File: config.mk
export PLATFORM = sky130hd
export DESIGN_NAME = rr_sel4
export DESIGN_NICKNAME = d
export VERILOG_FILES = /design/src/rtl/rr_sel_pkg.sv /design/src/rtl/rr_pick4.sv /design/src/rtl/rr_sel4.sv
export SDC_FILE = /design/constraint.sdc
export NUM_CORES = 1
export LEC_CHECK = 0
export ABC_AREA = 1
export BUFFER_PORTS_ARGS = -buffer_cell sky130_fd_sc_hd__buf_2
export CAP_MARGIN = 20
export CORE_ASPECT_RATIO = 0.8
export CORE_UTILIZATION = 58
export CTS_CLUSTER_DIAMETER = 120
export CTS_CLUSTER_SIZE = 20
export DETAILED_ROUTE_END_ITERATION = 16
export PLACE_DENSITY = 0.89
export SKIP_CTS_REPAIR_TIMING = 1
export SYNTH_ARGS = -nofsm -noshare
export SYNTH_HDL_FRONTEND = slang
export SYNTH_SLANG_ARGS = --single-unit
File: constraint.sdc
create_clock -name clk -period 3.15 [get_ports clk]
set_clock_uncertainty 0.05 [all_clocks]
set_input_delay 0.1575 -clock clk [delete_from_list [all_inputs] [get_ports clk]]
set_output_delay 0.1575 -clock clk [all_outputs]
set_load 0.005 [all_outputs]
File: src/rtl/rr_sel_pkg.sv
// Shared constants and types for the round-robin mux-select arbiter.
package rr_sel_pkg;
  localparam int NCH       = 4;
  localparam int DWELL_MIN = 1;
  localparam int DWELL_MAX = 15;
  localparam int DW_W      = 4;

  typedef enum logic {
    ST_IDLE  = 1'b0,
    ST_GRANT = 1'b1
  } st_e;

  function automatic logic [NCH-1:0] onehot4(input logic [1:0] idx);
    return 4'b0001 << idx;
  endfunction
endpackage

File: src/rtl/rr_pick4.sv
// Combinational round-robin picker: first requester searching upward from last+1.
module rr_pick4
  import rr_sel_pkg::*;
(
  input  logic [NCH-1:0] req,
  input  logic [1:0]     last,
  output logic [1:0]     idx,
  output logic           any
);
  logic [1:0] ch;

  // Walk the search order backwards so the earliest requester wins the last write.
  always_comb begin
    idx = '0;
    ch  = '0;
    any = |req;
    for (int i = NCH - 1; i >= 0; i--) begin
      ch = last + 2'(i + 1);
      if (req[ch]) idx = ch;
    end
  end
endmodule

File: src/rtl/rr_sel4.sv
// Round-robin select generator for a 4:1 mux: grant, dwell, then ready/valid offer.
module rr_sel4
  import rr_sel_pkg::*;
#(
  parameter int DWELL = 2,
  parameter int CNT_W = 8
) (
  input  logic             clk,
  input  logic             rst_n,
  input  logic [NCH-1:0]   req,
  input  logic             out_ready,
  output logic [1:0]       sel,
  output logic [NCH-1:0]   grant,
  output logic             out_valid,
  output logic             busy,
  output logic [CNT_W-1:0] xfer_cnt,
  output st_e              state
);
  // Handshake: a transfer completes at a rising edge where out_valid && out_ready.
  localparam logic [DW_W-1:0] DWELL_LAST = DW_W'(DWELL - 1);

  if (DWELL < DWELL_MIN || DWELL > DWELL_MAX) begin : g_dwell_range
    $error("rr_sel4: DWELL must be within 1..15");
  end

  logic [1:0]      last;
  logic [DW_W-1:0] dwell_cnt;
  logic [1:0]      pick_idx;
  logic            pick_any;
  logic            hs;

  rr_pick4 u_pick (
    .req  (req),
    .last (last),
    .idx  (pick_idx),
    .any  (pick_any)
  );

  assign out_valid = (state == ST_GRANT) && (dwell_cnt == DWELL_LAST);
  assign busy      = (state == ST_GRANT);
  assign hs        = out_valid && out_ready;

  always_ff @(posedge clk or negedge rst_n) begin
    if (!rst_n) begin
      state     <= ST_IDLE;
      sel       <= '0;
      grant     <= '0;
      last      <= 2'd3;
      dwell_cnt <= '0;
      xfer_cnt  <= '0;
    end else begin
      case (state)
        ST_IDLE: begin
          if (pick_any) begin
            sel       <= pick_idx;
            grant     <= onehot4(pick_idx);
            dwell_cnt <= '0;
            state     <= ST_GRANT;
          end
        end
        ST_GRANT: begin
          // A handshake takes priority over a simultaneous request drop.
          if (hs) begin
            last     <= sel;
            grant    <= '0;
            xfer_cnt <= xfer_cnt + CNT_W'(1);
            state    <= ST_IDLE;
          end else if (!req[sel]) begin
            last  <= sel;
            grant <= '0;
            state <= ST_IDLE;
          end else if (dwell_cnt != DWELL_LAST) begin
            dwell_cnt <= dwell_cnt + DW_W'(1);
          end
        end
        default: state <= ST_IDLE;
      endcase
    end
  end
endmodule

Word level (Yosys, flattened, before mapping)
Cells that the tools add are included.
{ "classes": {"add_sub_neg": 5, "mul": 0, "div": 0, "order_cmp": 5, "eq_ne": 8, "shifts": 1, "muxes": 29, "bitwise": 1, "n_reduce_logical": 8} }
{ "ops": {"columns": ["operator", "count"], "rows": [
  ["4-bit two-way mux", 7],
  ["4-bit case mux with 2 select lines", 2],
  ["2-bit by 3-bit less-than comparator with 1-bit output (second input constant)", 5],
  ["2-bit two-way mux", 6],
  ["1-bit binary-select mux with 2-bit select", 5],
  ["8-bit by 1-bit adder with 8-bit output (second input constant)", 1],
  ["1-bit two-way mux", 8],
  ["2-bit AND reduction", 4],
  ["2-bit inequality test (second input constant)", 3],
  ["2-bit adder (second input constant)", 2],
  ["4-bit by 1-bit adder with 4-bit output (second input constant)", 1],
  ["4-bit by 1-bit == test with 1-bit output (second input constant)", 1],
  ["2-bit by 1-bit inequality test with 1-bit output (second input constant)", 2],
  ["4-bit by 1-bit inequality test with 1-bit output (second input constant)", 1],
  ["4-bit AND reduction", 1],
  ["4-bit OR reduction", 1],
  ["1-bit by 2-bit left shift with 4-bit output (first input constant)", 1],
  ["3-bit inequality test (second input constant)", 1],
  ["2-bit by 1-bit adder with 2-bit output (second input constant)", 1],
  ["1-bit logical AND", 2],
  ["1-bit case mux with 2 select lines", 1],
  ["1-bit NOT", 1]
]} }
{ "word_totals": {"regBits": 21, "latch_bits": 0, "ramBits": 0, "romBits": 0, "mem_count": 0} }

Logic depth before layout (Yosys ltp)
Gate-level depths: netlist of the first run.
{ "depth": {"depth_word": 9, "ltp_mapped": 13, "depth_no_buf": 12} }

Cells and area by module
Synthesis of the first run repeated with hierarchy kept, for this count alone.
{ "unflattened": {"cells_unflattened": 177, "hier_area_um2": 1327.5} }
{ "modules_own_cells": {"columns": ["module", "instances", "cells_per_inst", "area_per_inst_um2", "seq_area_each_um2"], "rows": [
  ["rr_sel4", 1, 126, 1061.0, 528.0],
  ["rr_pick4", 1, 51, 266.5, 0.0]
]} }

Worst setup path before layout of the first run
Ideal clock, no wire load.
{ "synth_timing": {"path_type": "register -> register", "from": "reg dwell_cnt[1]", "to": "reg xfer_cnt[6]", "t_arrival_ns": 1.301, "required_time_ns": 2.977, "slack_ns": 1.676, "stages_incl_launch_ff": 9, "path_buffers": 0, "synth_period_minus_slack_ns": 1.474, "path_cell_list": "dfrtp_1 inv_1 ha_1 nand4_4 nor2_4 nand2_2 nor2_2 nand3_1 xnor2_1"} }
{ "synth_via": {"elab_chain_cells": 4} }
{ "synth_rtl": {"columns": ["element", "line", "source"], "rows": [
  ["from (decl)", "rr_sel4.sv:27", "logic [DW_W-1:0] dwell_cnt;"],
  ["from (signal assigned)", "rr_sel4.sv:73", "dwell_cnt <= dwell_cnt + DW_W'(1);"],
  ["4-bit by 1-bit == test with 1-bit output", "rr_sel4.sv:39", "assign out_valid = (state == ST_GRANT) && (dwell_cnt == DWELL_LAST);"],
  ["1-bit logical AND", "rr_sel4.sv:39", null],
  ["1-bit logical AND", "rr_sel4.sv:41", "assign hs = out_valid && out_ready;"],
  ["2-bit AND reduction (no source line)", null, null],
  ["to (signal assigned)", "rr_sel4.sv:66", "xfer_cnt <= xfer_cnt + CNT_W'(1);"],
  ["to (decl)", "rr_sel4.sv:16", "output logic [CNT_W-1:0] xfer_cnt,"]
]} }
No other way between the ends.
A chain may end at the register's enable or synchronous reset.

Final worst setup path of the first run
{ "layout_timing": {"from": "reg last[0]", "to": "reg grant[1]"} }
{ "layout_via": {"elab_chain_cells": 9, "elab_cells_between_ends": 18, "cone_classes": "add/sub (3); shift (1); mux (14)"} }
{ "layout_rtl": {"columns": ["element", "line", "source"], "rows": [
  ["from (decl)", "rr_sel4.sv:26", "logic [1:0] last;"],
  ["from (signal assigned)", "rr_sel4.sv:64", "last <= sel;"],
  ["from (signal assigned)", "rr_sel4.sv:69", "last <= sel;"],
  ["2-bit adder / 1-bit binary-select mux with 2-bit select (equally long branches)", "rr_pick4.sv:18, rr_pick4.sv:19", null],
  ["1-bit binary-select mux with 2-bit select / 1-bit two-way mux (equally long branches)", "rr_pick4.sv:19", "if (req[ch]) idx = ch;"],
  ["1-bit two-way mux (implied by the code) / 2-bit two-way mux (equally long branches)", "rr_pick4.sv:19", null],
  ["2-bit two-way mux (2 in a row)", "rr_pick4.sv:19", null],
  ["2-bit two-way mux (*)", "rr_pick4.sv:19", null],
  ["1-bit by 2-bit left shift with 4-bit output (*)", "rr_sel_pkg.sv:14", "return 4'b0001 << idx;"],
  ["4-bit two-way mux (*)", "rr_sel4.sv:54", "if (pick_any) begin"],
  ["4-bit case mux with 2 select lines (*)", "rr_sel4.sv:52", "case (state)"],
  ["to (signal assigned)", "rr_sel4.sv:56", "grant <= onehot4(pick_idx);"],
  ["to (decl)", "rr_sel4.sv:13", "output logic [NCH-1:0] grant,"]
]} }
Mark *: on every way between the ends. The rest lies on a longest branch, timed or not. The select of a mux whose other input is x is not followed.

==> impl_metrics.ini, run 1 <==
[worst_setup_path]
startpoint_type = register
crit_slowest_cell = dfstp_2
path_class = register to register
end_kind = register
slowest_delay_ps = 660
path_cells = nand2_1 > nand3_1 > inv_1 > nor3_1 > nand2_1 > nand2_1 > nand3_1 > nand2_1
critPathArrivalTime_ps = 1890
cpMostUsedCell = nand2_1
worstPathMaxFanout = 8
cp.required_ps = 3360
cp.buffers_inverters = 1
crit_family = simple AND/OR/NAND/NOR gates
rrSetupSlack_ps = 1470

[synthesis]
async_flop_share_pct = 100
ys_seq_area_share_pct = 42.7
yosysTopAreaCellShare_pct = 38.4
synthTopCellsByCount = nand2_1 (49), dfrtp_1 (19), inv_1 (17), nand3_1 (12), nand2_2 (9)
yosysMostFrequentCell = nand2_1
synth_cells = 156
yosysWarnings = 0
synth_top_flop_cell = dfrtp_1
synth_edf_count = 0
synth_seq_cells = 21
yosysTopAreaCell = dfrtp_1
synthTopCellsByArea = dfrtp_1 (38%), nand2_1 (15%), inv_1 (5.2%)
syn_area_mm2 = 0.00124
synth.distinct_cells = 26
postSynthNetCount = 166
postSynthAreaPerCell_um2 = 7.93

[global_route]
grt.busiest_layer = met2
grt_pass1_wl_um = 4480
grt_pass1_vias = 1075
met2_usage_pct = 45.3
use_met3_pct = 7.89
antenna_found_initial = 0
grt_usage_pct = 27.1
use_met1_pct = 34.7
gr-total-overflow = 0
grt_max_degree = 22

[die]
core-area_mm2 = 0.00194
dieWidth_um = 53.6
rows = 14
die_h_um = 43.3
dieArea_mm2 = 0.00232
start_util_pct = 63.6
ios = 24

[drt]
via_per_inst = 5.35
antenna_left = 0
drt_wl_total_um = 2580
wire_per_inst_um = 12.5
vias = 1103
drt-initial-drc-count = 50
drc = 0
first_pass_iters = 4

[power_and_ir_drop]
power_density_mw_per_mm2 = 974
ir_worst_vdd_mv = 0.707
leakagePower_nw = 0.781

[sta]
hold_violations = 0
fmax_mhz = 596
worst_slew_pin_slew_ps = 465
setup_tns_ps = 0
rsz0062_at_grt = no
max_slew_margin_pct = 69.0
report.final.slew_viol_count = 0
fin_crit_sh_pct = 53.3
layout_min_cycle_time_ps = 1680
setup_viol = 0

[cts]
numCtsBuffers = 3
cts_max_level = 1
clk-insertion-delay-late_ps = 310
cts-root-buf = clkbuf_4
clockBufferDepth = 2
cts.sinks = 21
clkSlewWorstSetupHoldPaths_ps = 120
cts_tree = done

[placed_design]
dp.final_hpwl_um = 2070
gp_congestion = 0.910
io_buffer_count = 23
placed_area_mm2 = 0.00136

[layout]
nets = 193
diodes = 0
area_growth_pct = 13.1
fin_area_mm2 = 0.00140
drive_above_1_share_pct = 26.4

[run]
max_cap_violations = 0

[run_status]
status = completed

[hold_path]
min_path_type = primary input to register
final cells by class:
class | instances | area (µm²)
clock buffers | 4 | 26.3
fillers | 151 | 544
inverters | 19 | 76.3
multi-input cells | 114 | 614
flip-flops and latches | 21 | 528
well taps | 24 | 30.0
repair buffers | 24 | 125
power breakdown:
group          total (mW)  internal (mW)  switching (mW)
sequential          0.494          0.373           0.122
combinational       0.736          0.278           0.458
clock               0.132         0.0495          0.0827
total                1.36          0.700           0.663
flip-flops by register name (all words and copies together), names as in the netlist:
signal and cells:
busy 1, last 2, dwell_cnt 4, xfer_cnt 8, grant 4, sel 2
per-layer routing:
layer	vias to the layer above	share of wire (%)	wire, µm
met1	522	44	1130
met4	0	0.74	19
met5	-	0	0
met2	38	49	1270
li1	538	-	-
met3	5	5.9	151
cells in the final DEF, fill, tap and decap left out, types with 2 or more instances in the layout:
| master | count |
|---|---|
| nand2_2 | 9 |
| o21ai_1 | 3 |
| dfstp_2 | 2 |
| o21ai_0 | 5 |
| ha_1 | 3 |
| nand2_1 | 49 |
| dfrtp_1 | 19 |
| nor2_2 | 4 |
| nand4_1 | 2 |
| nand3_1 | 12 |
| xor2_1 | 4 |
| clkbuf_4 | 3 |
| inv_1 | 17 |
| nor2_4 | 2 |
| buf_2 | 23 |
| xnor2_1 | 4 |
| nor2_1 | 7 |
| a21oi_1 | 4 |
path summary, 6_finish.rpt:
path	end	startpoint	cells after the start
worst max-delay path	grant[1]$_DFFE_PN0P_	last[0]$_DFFE_PN1P_	8
worst min-delay path	xfer_cnt[1]$_DFFE_PN0P_	out_ready	5
worst max register to register	grant[1]$_DFFE_PN0P_	last[0]$_DFFE_PN1P_	8
worst min register to register	xfer_cnt[7]$_DFFE_PN0P_	xfer_cnt[7]$_DFFE_PN0P_	1
max in group asynchronous	last[0]$_DFFE_PN1P_	rst_n	2
min in group asynchronous	grant[3]$_DFFE_PN0P_	rst_n	2
logic make-up after synthesis:
family	after synthesis	share of synthesized area, %
multiplexers	1	0.809
adder cells (fa/ha/maj)	3	3.03
AO/OA/AOI/OAI	13	5.36
XOR/XNOR	8	5.66
buffers and inverters	21	7.68
flip-flops	21	42.7
AND/OR/NAND/NOR	89	34.8
per-stage QoR:
| stage | worst slack, ps | hold WS [ps] | utilization [%] | cells | power (mW) |
|---|---|---|---|---|---|
| final | 1470 | 174 | 72.0 | 206 | 1.36 |
| after global routing | 1310 | 213 | 72.0 | 206 | 1.49 |
| after CTS | 1490 | -259 | 71.5 | 205 | 1.36 |
| after detailed placement | 1510 | 82.9 | 70.1 | 201 | 1.23 |
| after global placement | 1550 | 75.4 | 70.1 | 201 | 1.18 |
| after floorplan | 1680 | -188 | - | 156 | 1.04 |
worst register-to-register path, cell delays in order (launching register included):
cell and delay (ps):
dfstp_2 660, nand2_1 110, nand3_1 130, inv_1 50, nor3_1 250, nand2_1 100, nand2_1 120, nand3_1 90
nand2_1 70
Power figures use the tool's default switching activity.
==> run 2: changes to the inputs <==
Settings changed: CORE_UTILIZATION 58 to 54, PLACE_DENSITY 0.89 to 0.84.
Clock period 3.15 ns to 1.71 ns, I/O delays scaled along.
==> impl_metrics.ini, run 2 (synthesis results as in run 1) <==
[worst_setup_path]
rr_worst_depth = 11
end_kind = register
worstPathMaxFanout = 8
path_class = register to register
critPathArrivalTime_ps = 1860
cp.required_ps = 1870
startpoint_type = register

[die]
dieWidth_um = 55.5
ios = 24
dieArea_mm2 = 0.00249
start_util_pct = 57.3
rows = 15
core-area_mm2 = 0.00216
die_h_um = 44.8

[drt]
drc = 0
antenna_left = 0
vias = 1113
wire_per_inst_um = 13.1
via_per_inst = 5.30
first_pass_iters = 4
drt-initial-drc-count = 56
drt_wl_total_um = 2750

[global_route]
use_met3_pct = 5.16
use_met1_pct = 27.3
grt.busiest_layer = met2
grt_usage_pct = 21.1
met2_usage_pct = 37.1
antenna_found_initial = 0
grt_max_degree = 22
grt_pass1_vias = 960
grt_pass1_wl_um = 4060
gr-total-overflow = 0

[sta]
fin_crit_sh_pct = 99.4
setup_viol = 0
setup_tns_ps = 0
rsz0062_at_grt = yes
fmax_mhz = 588
hold_violations = 0
report.final.slew_viol_count = 0
max_slew_margin_pct = 68.6
layout_min_cycle_time_ps = 1700
worst_slew_pin_slew_ps = 470

[layout]
drive_above_1_share_pct = 36.8
largest_register_ffs = 8
area_growth_pct = 21.9
nets = 196
reg_top3 = xfer_cnt (8), dwell_cnt (4), grant (4)
top_register = xfer_cnt
layout_common_cells = nand2_1 (43), buf_2 (23), dfrtp_1 (19), inv_1 (17), nand2_2 (13)
fin_util_pct = 69.9
diodes = 0
final_common_cell = nand2_1

[cts]
clkSlewWorstSetupHoldPaths_ps = 130
cts_max_level = 1
cts-root-buf = clkbuf_4
cts_tree = done
numCtsBuffers = 3
clockBufferDepth = 2
clk-insertion-delay-late_ps = 310
cts.sinks = 21

[hold_path]
min_path_type = primary input to register
min_path_cells = 5

[run_status]
status = completed

[placed_design]
dp.final_hpwl_um = 1880
io_buffer_count = 23
gp_congestion = 0.854

[power_and_ir_drop]
power_density_mw_per_mm2 = 1870
ir_worst_vdd_mv = 1.22
leakagePower_nw = 0.823

[run]
max_cap_violations = 0
-- run 2: through the flow --
stage	total power, mW	instance area [µm²]	instances	worst slack, ps	hold slack, ps
floorplan	1.92	1240	156	236	-260
global placement	2.16	1370	202	134	3.17
detailed placement	2.24	1370	202	57.0	22.1
CTS	2.49	1390	206	42.4	-324
global route	3.03	1510	210	-71.8	102
finish	2.82	1510	210	9.45	84.4
-- run 2: where the power goes --
group / leakage, nW / internal, mW / switching, mW
clock network: 0.0177 / 0.0874 / 0.163
logic: 0.538 / 0.636 / 1.02
registers: 0.267 / 0.686 / 0.221
-- run 2: worst paths after layout --
path / from / end / slack [ps]
setup / recovery: last[0]$_DFFE_PN1P_ / grant[0]$_DFFE_PN0P_ / 9
max in group asynchronous: rst_n / last[1]$_DFFE_PN1P_ / 1070
hold reg to reg: xfer_cnt[7]$_DFFE_PN0P_ / xfer_cnt[7]$_DFFE_PN0P_ / 420
setup reg to reg: last[0]$_DFFE_PN1P_ / grant[0]$_DFFE_PN0P_ / 9
min in group asynchronous: rst_n / sel[1]$_DFFE_PN0P_ / 190
hold / removal: out_ready / xfer_cnt[1]$_DFFE_PN0P_ / 80
-- run 2: cell type report --
cell class / count / area, µm²
multi-input cells: 114 / 698
fillers: 160 / 649
flip-flops and latches: 21 / 528
repair buffers: 27 / 148
inverters: 19 / 76.3
well taps: 25 / 31.3
clock buffers: 3 / 22.5
clock inverters: 1 / 5.00
-- run 2: critical path, cell delays in order, from the launching register on --
cell	delay [ps]
dfstp_2	660
inv_6	70
nand2_2	80
nand2_2	80
nand2_1	80
nand2_2	80
o21ai_2	140
nand2_2	100
nand2_4	100
nor2_4	40
nand2_1	60
nand2_1	50
-- run 2: per-layer routing --
metal / vias to the layer above / part of all wire (%)
met5: - / 0
met4: 0 / 1.7
met3: 10 / 6.6
met2: 48 / 49
met1: 507 / 43
li1: 548 / -
==> run 3: changes to the inputs <==
Settings changed: ABC_AREA 1 to default, CORE_UTILIZATION 54 to 52, PLACE_DENSITY 0.84 to 0.83, TNS_END_PERCENT from default to 5.
==> impl_metrics.ini, run 3 <==
[sta]
rsz0062_at_grt = yes
setup_ws_ps = -22.2
fmax_mhz = 577
worst_slew_pin_slew_ps = 465
hold_violations = 0
fin_crit_sh_pct = 101
max_slew_margin_pct = 69.0
layout_min_cycle_time_ps = 1730
setup_tns_ps = -22.2
report.final.slew_viol_count = 0
setup_viol = 1
holdWs_ps = 104

[cts]
cts-root-buf = clkbuf_4
clockBufferDepth = 2
cts_tree = done
clkSlewWorstSetupHoldPaths_ps = 110
clk-insertion-delay-late_ps = 300
cts_max_level = 1
cts.sinks = 21
numCtsBuffers = 3

[layout]
reg_top3 = xfer_cnt (8), dwell_cnt (4), grant (4)
nFillCells = 145
final_cells = 148
area_growth_pct = 20.2
fin_area_mm2 = 0.00131
diodes = 0
largest_register_ffs = 8
drive_above_1_share_pct = 41.1
regArea_um2 = 528
final_common_cell = buf_2
top_register = xfer_cnt
nets = 135
layout_common_cells = buf_2 (23), dfrtp_1 (19), buf_4 (6), xnor2_1 (5)
multi_input_area_um2 = 547

[placed_design]
place_inst = 140
dp.final_hpwl_um = 1670
gp_congestion = 0.777
placed_area_mm2 = 0.00123
io_buffer_count = 23

[power_and_ir_drop]
ir_worst_vdd_mv = 0.981
internal_power_mw = 1.36
totalPowerFinal_mw = 2.22
leakagePower_nw = 0.638
pwr-share-comb_pct = 49.7
switching_share_pct = 38.6
p_switching_mw = 0.856
clock_power_share_pct = 10.7
power_density_mw_per_mm2 = 1690
power_frac_seq_pct = 39.6

[worst_setup_path]
crit_slowest_cell = dfrtp_1
crit_family = flip-flops
startpoint_type = register
rrSetupSlack_ps = -20
cp.buffers_inverters = 2
worstPathMaxFanout = 6
slowest_delay_ps = 390
path_cells = inv_1 > ha_1 > and4bb_4 > buf_4 > nand2b_1 > o311ai_2 > o41ai_1
cp.required_ps = 1840
path_class = register to register
critPathArrivalTime_ps = 1860
end_kind = register

[synthesis]
synthTopCellsByCount = dfrtp_1 (19), xnor2_1 (5), a32o_1 (4), mux2_2 (4), nand2b_1 (4)
ys_seq_area_share_pct = 48.3
yosysTopAreaCell = dfrtp_1
yosysWarnings = 0
synthTopCellsByArea = dfrtp_1 (44%), dfstp_2 (4.8%), mux2_2 (4.1%)
syn_area_mm2 = 0.00109
yosysMostFrequentCell = dfrtp_1
synth.distinct_cells = 41
async_flop_share_pct = 100
postSynthNetCount = 103
synth_top_flop_cell = dfrtp_1
postSynthAreaPerCell_um2 = 11.7
synth_edf_count = 0
synth_seq_cells = 21
yosysTopAreaCellShare_pct = 43.5
synth_cells = 93

[global_route]
grt_pass1_wl_um = 3660
grt_usage_pct = 22.5
grt_pass1_vias = 800
antenna_found_initial = 0
gr-total-overflow = 0
grt_max_degree = 22

[drt]
vias = 856
drt_wl_total_um = 2330
via_per_inst = 5.78
first_pass_iters = 4
wire_per_inst_um = 15.7
antenna_left = 0
drc = 0
drt-initial-drc-count = 13

[die]
dieWidth_um = 53.2
dieArea_mm2 = 0.00229
die_h_um = 43.0
core-area_mm2 = 0.00193
rows = 14
start_util_pct = 56.7
ios = 24

[run_status]
status = complete, but fails checks
violations = negative setup slack

[run]
max_cap_violations = 0

[hold_path]
min_path_type = primary input to register
run 3: cell count changes after synthesis, moves of 3 or more:
cell / change
nand2_2: -8
nand2b_1: +4
nor2_2: -3
mux2_2: +4
o21ai_0: -3
a21oi_1: -3
inv_1: -14
nand2_1: -46
nand3_1: -9
nor2_1: -4
and3_1: +3
a32o_1: +4
run 3: area by class of cell:
| cell class | count | area share (%) |
|---|---|---|
| multi-input cells | 66 | 41.7 |
| flip-flops and latches | 21 | 40.2 |
| repair buffers | 30 | 13.0 |
| well taps | 24 | 2.29 |
| clock buffers | 4 | 2.00 |
| inverters | 3 | 0.858 |
run 3: metrics by stage:
step	setup slack, ps	util [%]
5_1_grt	-91.2	68.1
4_1_cts	-38.9	65.4
6_report	-22.2	68.1
2_1_floorplan	2.85	-
3_5_place_dp	-22.2	64.0
3_3_place_gp	49.7	64.0
run 3: worst min-delay path: stages:
cell	delay [ps]
buf_2	90
and2_4	190
nor3_1	70
run 3: power by group through the flow:
stage / Clock, mW / Sequential, mW / Combinational (mW)
2_1_floorplan: 0 / 0.878 / 0.678
3_3_place_gp: 0 / 0.864 / 0.954
3_5_place_dp: 0 / 0.878 / 1.01
4_1_cts: 0.248 / 0.868 / 1.01
5_1_grt: 0.271 / 0.904 / 1.20
6_report: 0.237 / 0.880 / 1.10
run 3: worst paths after layout:
check / from / to / cells past startpoint
setup / recovery: dwell_cnt[1]$_DFFE_PN0P_ / dwell_cnt[2]$_DFFE_PN0P_ / 7
setup reg to reg: dwell_cnt[1]$_DFFE_PN0P_ / dwell_cnt[2]$_DFFE_PN0P_ / 7
hold reg to reg: xfer_cnt[7]$_DFFE_PN0P_ / xfer_cnt[7]$_DFFE_PN0P_ / 1
max in group asynchronous: rst_n / last[1]$_DFFE_PN1P_ / 2
hold / removal: out_ready / busy$_DFF_PN0_ / 3
min in group asynchronous: rst_n / dwell_cnt[1]$_DFFE_PN0P_ / 2
run 3: kinds of logic (layout without fill, tap and decap cells):
family                   count (synthesis)  in the layout  synth area share (%)
AO/OA/AOI/OAI                           19             19                  15.4
XOR/XNOR                                 7              7                  5.61
buffers and inverters                    6             37                  3.44
multiplexers                             5              5                  5.50
flip-flops                              21             21                  48.3
adder cells (fa/ha/maj)                  3              3                  3.44
AND/OR/NAND/NOR                         32             32                  18.3
run 3: routing by layer:
metal | vias to the layer above | GRT usage [%] | part of all wire [%]
li1 | 408 | - | -
met2 | 14 | 35.3 | 50
met5 | - | 0 | 0
met1 | 432 | 29.3 | 45
met3 | 2 | 6.81 | 3.9
met4 | 0 | 7.37 | 0.82
